[config.mk]
export PLATFORM = sky130hd
export DESIGN_NAME = pong_game_ctrl
export DESIGN_NICKNAME = d
export VERILOG_FILES = /design/src/rtl/pong_game_ctrl.sv
export SDC_FILE = /design/constraint.sdc
export NUM_CORES = 1
export LEC_CHECK = 0
export ABC_AREA = 1
export CAP_MARGIN = 15
export CORE_MARGIN = 3
export CORE_UTILIZATION = 27
export CTS_CLUSTER_SIZE = 16
export DETAILED_ROUTE_END_ITERATION = 10
export GPL_TIMING_DRIVEN = 0
export PLACE_DENSITY = 0.43
export SETUP_SLACK_MARGIN = 0.02
export SKIP_CTS_REPAIR_TIMING = 1
export SYNTH_ARGS = -nofsm -noshare
export SYNTH_HDL_FRONTEND = slang
export SYNTH_SLANG_ARGS = --single-unit
[constraint.sdc]
create_clock -name clk -period 1.96 [get_ports clk]
set_input_delay 0.392 -clock clk [delete_from_list [all_inputs] [get_ports clk]]
set_output_delay 0.392 -clock clk [all_outputs]
set_load 0.02 [all_outputs]
[src/rtl/pong_game_ctrl.sv]
// Pong game controller: tick divider, serve/play/over sequencing, ball motion
// with wall and paddle reflection, paddle motion and scoring. Every output
// comes straight from a register.
module pong_game_ctrl #(
  parameter int TICK_DIV    = 833333,
  parameter int SERVE_TICKS = 30,
  parameter int PADDLE_H    = 8,
  parameter int WIN_SCORE   = 5
) (
  input  logic       clk,
  input  logic       rst,
  input  logic       start,
  input  logic       p1_up,
  input  logic       p1_dn,
  input  logic       p2_up,
  input  logic       p2_dn,
  output logic [5:0] bx,
  output logic [5:0] by,
  output logic [5:0] p1y,
  output logic [5:0] p2y,
  output logic [2:0] sc1,
  output logic [2:0] sc2,
  output logic [1:0] state,
  output logic [1:0] winner
);

  localparam int TW = (TICK_DIV > 1) ? $clog2(TICK_DIV) : 1;
  localparam int SW = $clog2(SERVE_TICKS + 1);
  localparam logic [5:0] PMAX = 6'(64 - PADDLE_H);

  typedef enum logic [1:0] {IDLE = 2'b00, SERVE = 2'b01, PLAY = 2'b10, OVER = 2'b11} st_t;

  st_t          st;
  logic [TW-1:0] tcnt;
  logic [SW-1:0] scnt;
  logic          dxp, dyp;     // 1 = moving +1, 0 = moving -1
  logic          tick;
  logic          hit1, hit2, miss1, miss2;
  logic [5:0]    nbx, nby, np1, np2;
  logic          ndxp, ndyp;

  assign state = st;
  assign tick  = (tcnt == TW'(TICK_DIV - 1));

  // Paddle step: one row per tick, clamped to the playfield; both or neither
  // held means stay put.
  function automatic logic [5:0] pad_next(input logic [5:0] y, input logic up, input logic dn);
    logic [5:0] r;
    r = y;
    if (up && !dn)      r = (y == 6'd0) ? y : y - 6'd1;
    else if (dn && !up) r = (y >= PMAX) ? PMAX : y + 6'd1;
    return r;
  endfunction

  // Hit test uses the paddle positions registered before this tick.
  assign hit1  = ({1'b0, by} >= {1'b0, p1y}) && ({1'b0, by} <= {1'b0, p1y} + 7'(PADDLE_H - 1));
  assign hit2  = ({1'b0, by} >= {1'b0, p2y}) && ({1'b0, by} <= {1'b0, p2y} + 7'(PADDLE_H - 1));
  // miss1: ball left past paddle 2 -> point to player 1; miss2: the reverse.
  assign miss1 = dxp && (bx == 6'd63);
  assign miss2 = !dxp && (bx == 6'd0);
  assign np1   = pad_next(p1y, p1_up, p1_dn);
  assign np2   = pad_next(p2y, p2_up, p2_dn);

  // Next ball position/direction for a non-scoring play tick; axes independent.
  always_comb begin
    nbx  = dxp ? bx + 6'd1 : bx - 6'd1;
    ndxp = dxp;
    if (!dxp && bx == 6'd2 && hit1) begin
      nbx  = 6'd3;
      ndxp = 1'b1;
    end else if (dxp && bx == 6'd61 && hit2) begin
      nbx  = 6'd60;
      ndxp = 1'b0;
    end
    nby  = dyp ? by + 6'd1 : by - 6'd1;
    ndyp = dyp;
    if (!dyp && by == 6'd0) begin
      nby  = 6'd1;
      ndyp = 1'b1;
    end else if (dyp && by == 6'd63) begin
      nby  = 6'd62;
      ndyp = 1'b0;
    end
  end

  // Game state machine, counters and all registered outputs.
  always_ff @(posedge clk) begin
    if (rst) begin
      st     <= IDLE;
      tcnt   <= '0;
      scnt   <= '0;
      bx     <= 6'd32;
      by     <= 6'd32;
      p1y    <= 6'd28;
      p2y    <= 6'd28;
      sc1    <= 3'd0;
      sc2    <= 3'd0;
      winner <= 2'b00;
      dxp    <= 1'b1;
      dyp    <= 1'b1;
    end else begin
      tcnt <= tick ? '0 : tcnt + 1'b1;
      case (st)
        IDLE: begin
          if (start) begin
            st   <= SERVE;
            tcnt <= '0;
            scnt <= '0;
          end
        end
        OVER: begin
          if (start) begin
            st     <= SERVE;
            tcnt   <= '0;
            scnt   <= '0;
            sc1    <= 3'd0;
            sc2    <= 3'd0;
            winner <= 2'b00;
            bx     <= 6'd32;
            by     <= 6'd32;
            dxp    <= 1'b1;
            dyp    <= 1'b1;
          end
        end
        SERVE: begin
          if (tick) begin
            p1y <= np1;
            p2y <= np2;
            if (scnt == SW'(SERVE_TICKS - 1)) begin
              st   <= PLAY;
              scnt <= '0;
            end else begin
              scnt <= scnt + 1'b1;
            end
          end
        end
        PLAY: begin
          if (tick) begin
            p1y <= np1;
            p2y <= np2;
            if (miss1 || miss2) begin
              // Ball holds its position on the scoring tick.
              if (miss1) sc1 <= sc1 + 3'd1;
              else       sc2 <= sc2 + 3'd1;
              if ((miss1 && sc1 == 3'(WIN_SCORE - 1)) || (miss2 && sc2 == 3'(WIN_SCORE - 1))) begin
                st     <= OVER;
                winner <= miss1 ? 2'b01 : 2'b10;
              end else begin
                // Re-serve from centre, heading toward the side of the
                // player who just scored.
                st   <= SERVE;
                scnt <= '0;
                bx   <= 6'd32;
                by   <= 6'd32;
                dxp  <= miss2;
                dyp  <= 1'b1;
              end
            end else begin
              bx  <= nbx;
              by  <= nby;
              dxp <= ndxp;
              dyp <= ndyp;
            end
          end
        end
        default: st <= IDLE;
      endcase
    end
  end

endmodule

==> results of run 1 <==
## layer usage
layer  GRT usage (%)  up-vias
li1                -     2327
met5               0        -
met3            1.93       14
met2            22.4       56
met4            4.54        0
met1            19.9     2048
## layout by cell type, fill, tap and decap left out, drive strengths merged
cell           count
a31oi              4
and2               1
nand4             15
o22ai              2
nor3b              2
o21a               1
nor3              14
or2                6
inv               91
fa                 2
a21boi             1
buf               16
bufinv             2
a211oi             1
nand3b             3
xnor2              3
o21bai             1
a21o               4
nand3             40
clkbuf            16
a21oi             50
xor2              17
clkinv             1
nor2              84
dfxtp             61
o31ai              1
o21ai             36
clkdlybuf4s50     40
nor4               4
ha                48
nand2            168
o211ai             6
## layout make-up
| class | instances | area (sq um) |
|---|---|---|
| Buffer | 7 | 45.0 |
| Tap cell | 216 | 270 |
| Clock inverter | 3 | 66.3 |
| Multi-Input combinational cell | 514 | 3160 |
| Sequential cell | 61 | 1260 |
| Timing Repair Buffer | 52 | 495 |
| Clock buffer | 13 | 260 |
| Inverter | 91 | 349 |
| Fill cell | 1741 | 10200 |
## registers in the layout (all words and copies together) (netlist names)
register / cells
winner: 2
dyp: 1
dxp: 1
sc1: 3
p2y: 6
bx: 6
sc2: 3
scnt: 5
p1y: 6
state: 2
by: 6
tcnt: 20
## synthesized netlist by cell type, types with 2 or more instances
cell type / number / share of area, %
nor2_1: 77 / 6.4
inv_2: 4 / 0.33
nand2_1: 164 / 14
nor3b_1: 2 / 0.33
o21ai_1: 2 / 0.22
ha_1: 48 / 13
clkbuf_1: 3 / 0.25
nand3b_1: 3 / 0.50
dfxtp_1: 61 / 27
nand3_2: 2 / 0.44
nor2_4: 3 / 0.75
o21ai_0: 34 / 3.8
nand2_4: 2 / 0.50
fa_1: 2 / 0.89
a21o_1: 4 / 0.67
inv_1: 86 / 7.2
nand4_1: 15 / 2.1
o211ai_1: 6 / 1.0
nor3_2: 3 / 0.67
nor3_1: 11 / 1.2
or2_2: 5 / 0.69
o22ai_1: 2 / 0.28
xor2_1: 17 / 3.3
xnor2_1: 3 / 0.58
nand3_1: 37 / 4.1
a31oi_1: 4 / 0.55
nand2_2: 2 / 0.28
nor2_2: 4 / 0.55
buf_2: 3 / 0.33
a21oi_1: 50 / 5.5
nor4_1: 3 / 0.42
## worst max-delay path, cell delays in order (launching register included)
cell and delay (ns):
dfxtp_4 0.40, inv_4 0.05, ha_4 0.16, nand2_4 0.06, inv_4 0.04, o21ai_2 0.10
o21ai_1 0.08, ha_1 0.30, a21o_1 0.18, a21oi_1 0.11, nand2_1 0.07, nand2_2 0.11
nand2_4 0.12, nand3_4 0.09, nand2_1 0.05, nand2_1 0.05, nand3_1 0.06
## cells by family after synthesis
logic type	count (synthesis)
AO/OA/AOI/OAI	107
AND/OR/NAND/NOR	337
adder cells (fa/ha/maj)	50
XOR/XNOR	20
buffers and inverters	98
flip-flops	61
## worst paths after layout
path	from	endpoint	depth (start not counted)
worst max-delay path	p1y[0]	dxp	16
worst min register to register	tcnt[0]	tcnt[0]	1
worst max register to register	p1y[0]	dxp	16
worst min-delay path	tcnt[0]	tcnt[0]	1
## through the flow
step	hold slack (ns)	util, %	setup slack (ns)	cell area [sq um]
after floorplan	0.430	-	-0.0340	4580
after global placement	0.449	32.6	-0.390	5250
after detailed placement	0.458	32.6	-0.404	5250
after CTS	0.465	34.6	-0.261	5580
after global routing	0.452	36.6	-0.402	5900
final	0.435	36.6	-0.209	5900
## report_power, final
part	internal [mW]	total, mW	switching, mW
registers	1.30	1.39	0.0963
clock network	1.18	1.76	0.577
logic	0.322	0.822	0.500
==> results.sh, run 1 <==
export IMPL_syn_area_per_cell_sq_um=6.71
export IMPL_syn_inst=673
export IMPL_synth_compound_area_share_pct=12.9
export IMPL_setup_ws_ns=-0.209
export IMPL_wl_met1_um=6430
export IMPL_powerDensity_nw_per_um2=673
export IMPL_root_buffer="clkbuf_16"
export IMPL_die_y_um=135
export IMPL_synth_mux_area_share_pct=0
export IMPL_drv_cap=0
export IMPL_wirelength_um=12700
export IMPL_ys_seq_area_share_pct=27.1
export IMPL_clk_pin_slew_ns=0.05
export IMPL_start_util_pct=28.0
export IMPL_synth_simple_area_share_pct=33.5
export IMPL_critPathMaxFanout=7
export IMPL_dpl_hpwl_um=9490
export IMPL_drive_above_1_share_pct=16.6
export IMPL_skew_ns=0.00925
export IMPL_cts_buffers_inserted=9
export IMPL_tightestPinTransition_ns=0.631
export IMPL_synthAdderAreaFrac_pct=14.2
export IMPL_critPathCaptureType="flip-flop"
export IMPL_dieArea_sq_um=18300
export IMPL_wl_met3_um=305
export IMPL_grt_overflow=0
export IMPL_drc=0
export IMPL_synth_nets=730
export IMPL_layout_nets=793
export IMPL_grt_antenna_before_repair=0
export IMPL_ff2ff_setup_slack_ns=-0.21
export IMPL_syn_cell_area_sq_um=4510
export IMPL_critical_path_class="flip-flop to flip-flop"
export IMPL_leakage_nw=2.49
export IMPL_clockBufferDepth=2
export IMPL_top_layer="met4"
export IMPL_setup_viol=17
export IMPL_pin_count=41
export IMPL_finalPower_mw=3.98
export IMPL_drt_iter0_drc=256
export IMPL_clock_sinks=61
export IMPL_drv_slew=0
export IMPL_yosysWarnings=0
export IMPL_relSlewSlack_pct=57.9
export IMPL_grt_pass1_wl_um=21000
export IMPL_rows=46
export IMPL_synth_edf_count=0
export IMPL_wl_met2_um=5780
export IMPL_ys_types=42
export IMPL_synth_top_family_by_area="simple AND/OR/NAND/NOR gates"
export IMPL_hp_class="flip-flop to flip-flop"
export IMPL_synthXorXnorAreaFrac_pct=3.88
export IMPL_vias=4445
export IMPL_dominantRegCellSynth="dfxtp_1"
export IMPL_instances_no_fill=957
export IMPL_grt_pass1_vias=4198
export IMPL_core_area_sq_um=16100
export IMPL_violations="negative setup slack"
export IMPL_fmax_mhz=461
export IMPL_cts_tree="done"
export IMPL_grt_use_total_pct=14.1
export IMPL_placedCellCount=929
export IMPL_routedWlPerCell_um=13.2
export IMPL_ir_drop_mv=0.575
export IMPL_period_needed_ns=2.17
export IMPL_worstPathRequired_ns=2.17
export IMPL_setup_tns_ns=-1.70
export IMPL_area_growth_pct=30.8
export IMPL_antenna_left=0
export IMPL_start_kind="flip-flop"
export IMPL_gp_congestion=0.795
export IMPL_dr_pass1_iters=4
export IMPL_viasPerCell=4.64
export IMPL_htree_num_levels=3
export IMPL_outcome="finished, violations left"
export IMPL_async_reset_ff_share_pct=0
export IMPL_die_width_um=135
export IMPL_antennaDiodeCount=0
export IMPL_rsz0062_at_grt="true"
export IMPL_clock_latency_ns=0.33
export IMPL_final_hold_viol_count=0
export IMPL_ys_ff_latch=61
export IMPL_arrival_ns=2.38
export IMPL_fin_crit_sh_pct=111
export IMPL_grt_max_degree=11
export IMPL_port_buffers=40
Note: power is estimated with default switching activity, not from simulation.
==> inputs of run 2 (changes only) <==
ABC_CLOCK_PERIOD_IN_PS = 1960   (was default)
HOLD_SLACK_MARGIN = 0.08   (was default)
==> results of run 2 <==
No change in the layout: final DEF, timing and power equal those of run 1.
==> inputs of run 3 (changes only) <==
CORE_UTILIZATION = 45   (was 27)
PLACE_DENSITY = 0.65   (was 0.43)
==> results.sh, run 3 (synthesis results as in run 1) <==
export IMPL_gp_congestion=0.886
export IMPL_dr_pass1_iters=5
export IMPL_die_y_um=106
export IMPL_core_area_sq_um=9500
export IMPL_grt_overflow=0
export IMPL_final_hold_viol_count=0
export IMPL_routedWlPerCell_um=12.9
export IMPL_pin_count=41
export IMPL_wl_met3_um=565
export IMPL_fmax_mhz=459
export IMPL_powerDensity_nw_per_um2=595
export IMPL_setup_ws_ns=-0.219
export IMPL_dieArea_sq_um=11300
export IMPL_ff2ff_setup_slack_ns=-0.22
export IMPL_rows=35
export IMPL_cts_tree="done"
export IMPL_wirelength_um=11200
export IMPL_top_register="tcnt"
export IMPL_design_area_sq_um=5590
export IMPL_ir_drop_mv=0.420
export IMPL_wl_met2_um=5280
export IMPL_grt_antenna_before_repair=0
export IMPL_grt_max_degree=11
export IMPL_critPathCaptureType="flip-flop"
export IMPL_drc=0
export IMPL_grt_use_total_pct=19.9
export IMPL_critPathMaxFanout=7
export IMPL_relSlewSlack_pct=54.1
export IMPL_area_growth_pct=23.8
export IMPL_violations="negative setup slack"
export IMPL_vias=4446
export IMPL_wl_met1_um=5240
export IMPL_drv_slew=0
export IMPL_dpl_hpwl_um=8320
export IMPL_htree_num_levels=3
export IMPL_finalPower_mw=3.32
export IMPL_top_layer="met4"
export IMPL_worstPathRequired_ns=2.15
export IMPL_fin_crit_sh_pct=111
export IMPL_mostFrequentLayoutCells="nand2_1 (155), inv_1 (77), nor2_1 (72)"
export IMPL_layout_nets=791
export IMPL_clock_latency_ns=0.34
export IMPL_post_route_util_pct=58.8
export IMPL_start_util_pct=47.5
export IMPL_start_kind="flip-flop"
export IMPL_final_common_cell="nand2_1"
export IMPL_largest_reg_flops=20
export IMPL_cts_buffers_inserted=9
export IMPL_setup_viol=6
export IMPL_hp_class="flip-flop to flip-flop"
export IMPL_outcome="finished, violations left"
export IMPL_clk_pin_slew_ns=0.07
export IMPL_viasPerCell=5.12
export IMPL_die_width_um=106
export IMPL_postPlaceCellArea_sq_um=5140
export IMPL_clockBufferDepth=2
export IMPL_drt_iter0_drc=213
export IMPL_period_needed_ns=2.18
export IMPL_critical_path_class="flip-flop to flip-flop"
export IMPL_clock_sinks=61
export IMPL_tightestPinTransition_ns=0.688
export IMPL_port_buffers=40
export IMPL_drive_above_1_share_pct=15.4
export IMPL_rsz0062_at_grt="true"
export IMPL_leakage_nw=2.42
export IMPL_grt_pass1_vias=4069
export IMPL_grt_pass1_wl_um=18700
export IMPL_drv_cap=0
export IMPL_antenna_left=0
export IMPL_skew_ns=0.00820
export IMPL_arrival_ns=2.37
export IMPL_antennaDiodeCount=0
export IMPL_root_buffer="clkbuf_8"
## run 3: cell types whose count changed in the layout (fill, tap and decap cells not counted), moves of 2 or more
cell / delta
clkbuf_16: -9
clkbuf_8: +8
clkinv_2: +4
nor2_2: -4
nand3_4: -3
buf_2: -2
ha_4: -2
nand3_1: +2
nor2_1: +2
nor2_4: +2
xor2_1: +2
xor2_2: -2
## run 3: worst max-delay path, cell delays in order, from the launching register on
cell and delay (ns):
dfxtp_4 0.38, buf_4 0.14, nor3_4 0.17, nor2_1 0.07
xor2_1 0.14, ha_1 0.32, nand3_2 0.12, o21bai_1 0.17
nand2_1 0.08, nand2_2 0.06, nand2_4 0.11, nand3_1 0.10
nand3_1 0.10, nand3_1 0.07
## run 3: path summary, 6_finish.rpt
path         startpoint  endpoint  cells after the start
max              p1y[1]       dxp                     13
min             tcnt[0]   tcnt[0]                      1
max reg2reg      p1y[1]       dxp                     13
min reg2reg     tcnt[0]   tcnt[0]                      1
## run 3: area by class of cell
class | count | area, sq um
inverters | 91 | 349
plain buffers | 7 | 42.5
clock buffers | 11 | 141
clock inverters | 5 | 50.0
multi-input cells | 514 | 3090
fillers | 944 | 3920
repair buffers | 50 | 495
well taps | 129 | 161
flip-flops and latches | 61 | 1260
## run 3: per-stage QoR
step           setup TNS, ns  setup WS (ns)  instances  hold slack, ns
2_1_floorplan        -0.0536        -0.0340        673           0.430
3_3_place_gp           -4.89         -0.266        842           0.443
3_5_place_dp           -5.79         -0.293        842           0.458
4_1_cts                -3.27         -0.295        858           0.470
5_1_grt                -2.32         -0.344        868           0.448
6_report              -0.934         -0.219        868           0.438
## run 3: report_power, final
part / internal (mW) / switching, mW
clock: 0.614 / 0.503
sequential: 1.30 / 0.0888
combinational: 0.328 / 0.494
total: 2.24 / 1.09
## run 3: routing by layer
| layer | track usage, % | vias to the layer above |
|---|---|---|
| li1 | - | 2333 |
| met1 | 27.0 | 2022 |
| met2 | 33.3 | 85 |
| met3 | 3.40 | 6 |
| met4 | 4.07 | 0 |
| met5 | 0 | - |
